`config.mk`:
```
export PLATFORM = sky130hd
export DESIGN_NAME = shiftregister_monitor_circular_right5_flat
export DESIGN_NICKNAME = d
export VERILOG_FILES = /design/src/rtl/shiftregister_monitor_circular_right5_if.sv /design/src/rtl/shiftregister_monitor_circular_right5.sv /design/src/flat_wrapper.sv
export SDC_FILE = /design/constraint.sdc
export NUM_CORES = 1
export LEC_CHECK = 0
export CAP_MARGIN = 10
export CORE_UTILIZATION = 35
export DETAILED_ROUTE_END_ITERATION = 10
export PLACE_DENSITY = 0.64
export SYNTH_ARGS = -nofsm -noshare
export SYNTH_HDL_FRONTEND = slang
export SYNTH_SLANG_ARGS = --single-unit
export TNS_END_PERCENT = 20
```
`constraint.sdc`:
```
create_clock -name clockpulse -period 3 [get_ports clockpulse]
set_input_delay 0.6 -clock clockpulse [delete_from_list [all_inputs] [get_ports clockpulse]]
set_output_delay 0.6 -clock clockpulse [all_outputs]
set_load 0.05 [all_outputs]
```
`src/rtl/shiftregister_monitor_circular_right5_if.sv`:
```
// Interface bundling the shift-register observation inputs and the monitor's status outputs.
// The monitor sits on the slave modport; whatever drives the observed register uses master.
interface shiftregister_monitor_circular_right5_if #(
  parameter int LAP_WIDTH = 4
);
  logic                 preset_enable;
  logic [4:0]           signal_q;
  logic [4:0]           signal_q_;
  logic [2:0]           phase;
  logic [LAP_WIDTH-1:0] lap_count;
  logic                 locked;
  logic                 sync_pulse;
  logic                 error;

  modport master (
    output preset_enable, signal_q, signal_q_,
    input  phase, lap_count, locked, sync_pulse, error
  );

  modport slave (
    input  preset_enable, signal_q, signal_q_,
    output phase, lap_count, locked, sync_pulse, error
  );
endinterface

```
`src/rtl/shiftregister_monitor_circular_right5.sv`:
```
// Checker for a 5-bit circular right-shift register: locks on the preset, tracks phase and laps.
// Optional macro SHIFTMON_RESYNC_EN makes FAULT a one-cycle state that recaptures on its own.
//
// state | meaning
// IDLE  | waiting for the first preset_enable after reset
// ARM   | preset is being loaded; capture it on the first edge without preset_enable
// TRACK | locked, compare signal_q/signal_q_ against the predicted rotation every edge
// FAULT | a mismatch was seen; error is held
module shiftregister_monitor_circular_right5 #(
  parameter int LAP_WIDTH = 4
) (
  input logic                                   clockpulse,
  input logic                                   clear_,
  shiftregister_monitor_circular_right5_if.slave mon
);

  typedef enum logic [1:0] {
    ST_IDLE  = 2'd0,
    ST_ARM   = 2'd1,
    ST_TRACK = 2'd2,
    ST_FAULT = 2'd3
  } state_t;

  state_t               state;
  logic [4:0]           expected;
  logic [2:0]           phase_r;
  logic [LAP_WIDTH-1:0] lap_r;
  logic                 locked_r;
  logic                 sync_r;
  logic                 error_r;
  logic                 mismatch;

  function automatic logic [4:0] rotr(input logic [4:0] x);
    return {x[0], x[4:1]};
  endfunction

  // Both the value and its complement rail must agree for a cycle to count as a match.
  assign mismatch = (mon.signal_q != expected) || (mon.signal_q_ != ~mon.signal_q);

  always_ff @(posedge clockpulse or negedge clear_) begin
    if (!clear_) begin
      state    <= ST_IDLE;
      expected <= 5'b00000;
      phase_r  <= 3'd0;
      lap_r    <= '0;
      locked_r <= 1'b0;
      sync_r   <= 1'b0;
      error_r  <= 1'b0;
    end else begin
      sync_r <= 1'b0;
      unique case (state)
        ST_IDLE: begin
          if (mon.preset_enable) state <= ST_ARM;
        end
        ST_ARM: begin
          if (!mon.preset_enable) begin
            expected <= rotr(mon.signal_q);
            phase_r  <= 3'd0;
            lap_r    <= '0;
            error_r  <= 1'b0;
            locked_r <= 1'b1;
            state    <= ST_TRACK;
          end
        end
        ST_TRACK: begin
          if (mon.preset_enable) begin
            locked_r <= 1'b0;
            state    <= ST_ARM;
          end else if (mismatch) begin
            error_r  <= 1'b1;
            locked_r <= 1'b0;
            state    <= ST_FAULT;
          end else begin
            expected <= rotr(expected);
            if (phase_r == 3'd4) begin
              phase_r <= 3'd0;
              lap_r   <= lap_r + 1'b1;
              sync_r  <= 1'b1;
            end else begin
              phase_r <= phase_r + 3'd1;
            end
          end
        end
        ST_FAULT: begin
          if (mon.preset_enable) begin
            state <= ST_ARM;
          end
`ifdef SHIFTMON_RESYNC_EN
          else begin
            // Recapture whatever the register holds now; lap history is kept.
            expected <= rotr(mon.signal_q);
            phase_r  <= 3'd0;
            error_r  <= 1'b0;
            locked_r <= 1'b1;
            state    <= ST_TRACK;
          end
`endif
        end
        default: state <= ST_IDLE;
      endcase
    end
  end

  assign mon.phase      = phase_r;
  assign mon.lap_count  = lap_r;
  assign mon.locked     = locked_r;
  assign mon.sync_pulse = sync_r;
  assign mon.error      = error_r;

endmodule

```
`src/flat_wrapper.sv`:
```
// flat-port wrapper written by rule: the top's interface ports become plain ports
module shiftregister_monitor_circular_right5_flat 
#(
  parameter int LAP_WIDTH = 4
)
  (clockpulse, clear_, mon_preset_enable, mon_signal_q, mon_signal_q_, mon_phase, mon_lap_count, mon_locked, mon_sync_pulse, mon_error);
  shiftregister_monitor_circular_right5_if #(.LAP_WIDTH(LAP_WIDTH)) mon_i ();
  input logic clockpulse;
  input logic clear_;
  input wire logic [$bits(mon_i.preset_enable)-1:0] mon_preset_enable;
  input wire logic [$bits(mon_i.signal_q)-1:0] mon_signal_q;
  input wire logic [$bits(mon_i.signal_q_)-1:0] mon_signal_q_;
  output wire logic [$bits(mon_i.phase)-1:0] mon_phase;
  output wire logic [$bits(mon_i.lap_count)-1:0] mon_lap_count;
  output wire logic [$bits(mon_i.locked)-1:0] mon_locked;
  output wire logic [$bits(mon_i.sync_pulse)-1:0] mon_sync_pulse;
  output wire logic [$bits(mon_i.error)-1:0] mon_error;
  assign mon_i.preset_enable = mon_preset_enable;
  assign mon_i.signal_q = mon_signal_q;
  assign mon_i.signal_q_ = mon_signal_q_;
  assign mon_phase = mon_i.phase;
  assign mon_lap_count = mon_i.lap_count;
  assign mon_locked = mon_i.locked;
  assign mon_sync_pulse = mon_i.sync_pulse;
  assign mon_error = mon_i.error;
  shiftregister_monitor_circular_right5 #(.LAP_WIDTH(LAP_WIDTH)) u_core (.clockpulse(clockpulse), .clear_(clear_), .mon(mon_i));
endmodule
```
==> impl_metrics.yaml <==
outcome:
  run_status: "completed"
synthesis:
  synth.distinct_cells: 36
  netlist_area_mm2: 0.00106
  synthCells: 111
  synth_top_flop_cell: "dfrtp_1"
  synth_edf_count: 0
  yosysSeqAreaShare_pct: 40.1
  syn_nets: 130
  yosysWarnings: 0
  async_flop_share_pct: 100
  ys_ff_latch: 17
  synth_area_per_cell_um2: 9.55
sta:
  skew_ns: 0.0144
  finalCritPeriodShare_pct: 81.1
  post-route-min-period_ns: 2.43
  tightestPinTransition_ns: 0.761
  grt_setup_unrepaired: "no"
  final_hold_viol_count: 0
  setup_viol: 0
  setup_slack_ns: 0.567
  setup_tns_ns: 0
  max-slew-margin-rel_pct: 49.1
  fmax_ghz: 0.411
  drv_slew: 0
clocking:
  h-tree-depth: 1
  cts_buffers: 3
  root_buffer: "clkbuf_4"
  clockBufferDepth: 2
  clkSinkCount: 17
  clock_latency_ns: 0.30
  clkTransAtPathRegs_ns: 0.11
  ctsHoldBuffers: 0
  postCtsSetupBuffers: 0
  ctsResizeCount: 0
  cts_tree: "built"
worst_hold_path:
  holdCritPathClass: "reg -> reg"
  min-delay-start: "u_core.mon.error"
  hold_end: "u_core.mon.error"
  whs_path_depth: 1
grt:
  grt_max_degree: 18
  grt_pass1_wl_um: 4040
  antenna_found_initial: 0
  grt_pass1_vias: 910
  grt_overflow: 0
  grt.total_usage_pct: 16.1
floorplan:
  io_pins: 23
  fp.dieH_um: 57.0
  num_rows: 19
  core_area_mm2: 0.00281
  die-width_um: 57.0
  initial_core_util_pct: 37.8
  die_area_mm2: 0.00325
route:
  drc: 0
  wire_per_inst_um: 14.1
  via_per_inst: 5.72
  drt.antenna.violating_nets: 0
  wl_um: 2370
  first_iter_violations: 52
  dr_total_vias: 961
  drtPass1Iterations: 4
cells_and_area:
  antenna_cells: 0
  final_cells: 168
  nFillCells: 260
  stdcell_area_mm2: 0.00135
  final_cell_mix: "clkdlybuf4s50_1, dfrtp_1, inv_1"
  finalNetCount: 157
  layout.cells.most_common: "clkdlybuf4s50_1"
  synthToLayoutAreaGrowth_pct: 27.4
  drive_gt1_share_pct: 10.2
flow_run:
  drv_cap: 0
worst_setup_path:
  critPathRequiredTime_ns: 3.20
  crit_path_end_kind: "flip-flop"
  arrival_ns: 2.63
  r2r.worst_path.cells: 7
  worstSetupPathType: "in -> reg"
  startpoint_type: "input pin"
  timing.rr.end: "u_core.expected[2]"
  r2r_slack_ns: 0.82
  reg2reg_from: "u_core.state[0]"
  crit_fanout: 6
placement:
  dpl-instance-area_mm2: 0.00132
  portBuffers: 22
  dpl_worst_slack_ns: 0.235
  dp_cells: 164
  place_congestion: 0.780
  dp_hpwl_um: 1790
pwr:
  p_per_area_mw_per_mm2: 724
  peakVddDrop_mv: 0.503
  p_leak_nw: 0.584
flip-flops by register name, indices dropped and copies added, names as in the netlist:
register	cells
u_core.expected	5
u_core.mon.error	1
u_core.mon.lap_count	4
u_core.mon.locked	1
u_core.mon.phase	3
u_core.mon.sync_pulse	1
u_core.state	2
kinds of logic after synthesis:
kind of cell             Yosys count  share of synthesized area, %
AO/OA/AOI/OAI                     37                          24.9
flip-flops                        17                          40.1
adder cells (fa/ha/maj)            6                          7.08
buffers and inverters             14                          5.67
multiplexers                       3                          2.83
AND/OR/NAND/NOR                   34                          19.4
layer usage:
metal | global-route usage (%) | share of wire [%]
met2 | 26.2 | 48
met3 | 4.76 | 4.2
met1 | 21.0 | 47
met5 | 0 | 0
met4 | 4.18 | 0.72
area by class of cell:
type,instances,area [µm²],share of cell area [%]
repair buffers,25,243,18.0
inverters,11,41.3,3.06
multi-input cells,80,574,42.5
clock buffers,3,22.5,1.67
clock inverters,1,5.00,0.371
well taps,31,38.8,2.87
flip-flops and latches,17,425,31.5
cells in the mapped netlist (2+ instances only):
master,instances,area share [%]
or3b_1,3,2.5
o21ai_0,7,3.3
ha_1,6,7.1
mux2i_1,3,2.8
o22ai_1,9,5.3
and3_1,2,1.2
a21oi_1,6,2.8
or3b_2,2,1.7
nor2_1,4,1.4
nand3b_1,5,3.5
nor3_1,3,1.4
clkbuf_1,2,0.71
nand2_1,3,1.1
inv_1,11,3.9
a22oi_1,2,1.4
dfrtp_1,17,40
o211ai_1,2,1.4
nand3_1,5,2.4
and2_1,2,1.2
worst max-delay path by stage:
stage,from,endpoint,slack (ns),cells after the start
3_3_place_gp,mon_signal_q_[0],u_core.mon.phase[1],0.31,7
6_report,mon_signal_q_[0],u_core.mon.lap_count[3],0.57,6
4_1_cts,mon_signal_q_[0],u_core.mon.lap_count[2],0.57,6
2_1_floorplan,mon_signal_q[2],u_core.mon.lap_count[3],0.70,5
5_1_grt,mon_signal_q[4],u_core.expected[3],0.43,6
3_5_place_dp,mon_signal_q_[0],u_core.mon.lap_count[3],0.23,6
where the power goes:
part | switching [mW] | internal (mW)
combinational | 0.301 | 0.195
clock | 0.0766 | 0.0497
sequential | 0.0615 | 0.293
total | 0.440 | 0.538
worst max-delay path, cell delays in order:
cell             delay [ns]
clkdlybuf4s50_1        0.47
or3b_2                 0.43
a22oi_1                0.46
nand2_2                0.17
o211a_1                0.25
a221o_1                0.25
stage by stage:
stage | hold WS [ns] | util (%) | power, mW
2_1_floorplan | 0.304 | - | 0.715
3_3_place_gp | 0.519 | 47.1 | 0.849
3_5_place_dp | 0.519 | 47.1 | 0.854
4_1_cts | 0.548 | 48.1 | 0.985
5_1_grt | 0.580 | 48.1 | 1.06
6_report | 0.539 | 48.1 | 0.977
(Power assumes the default switching activity.)
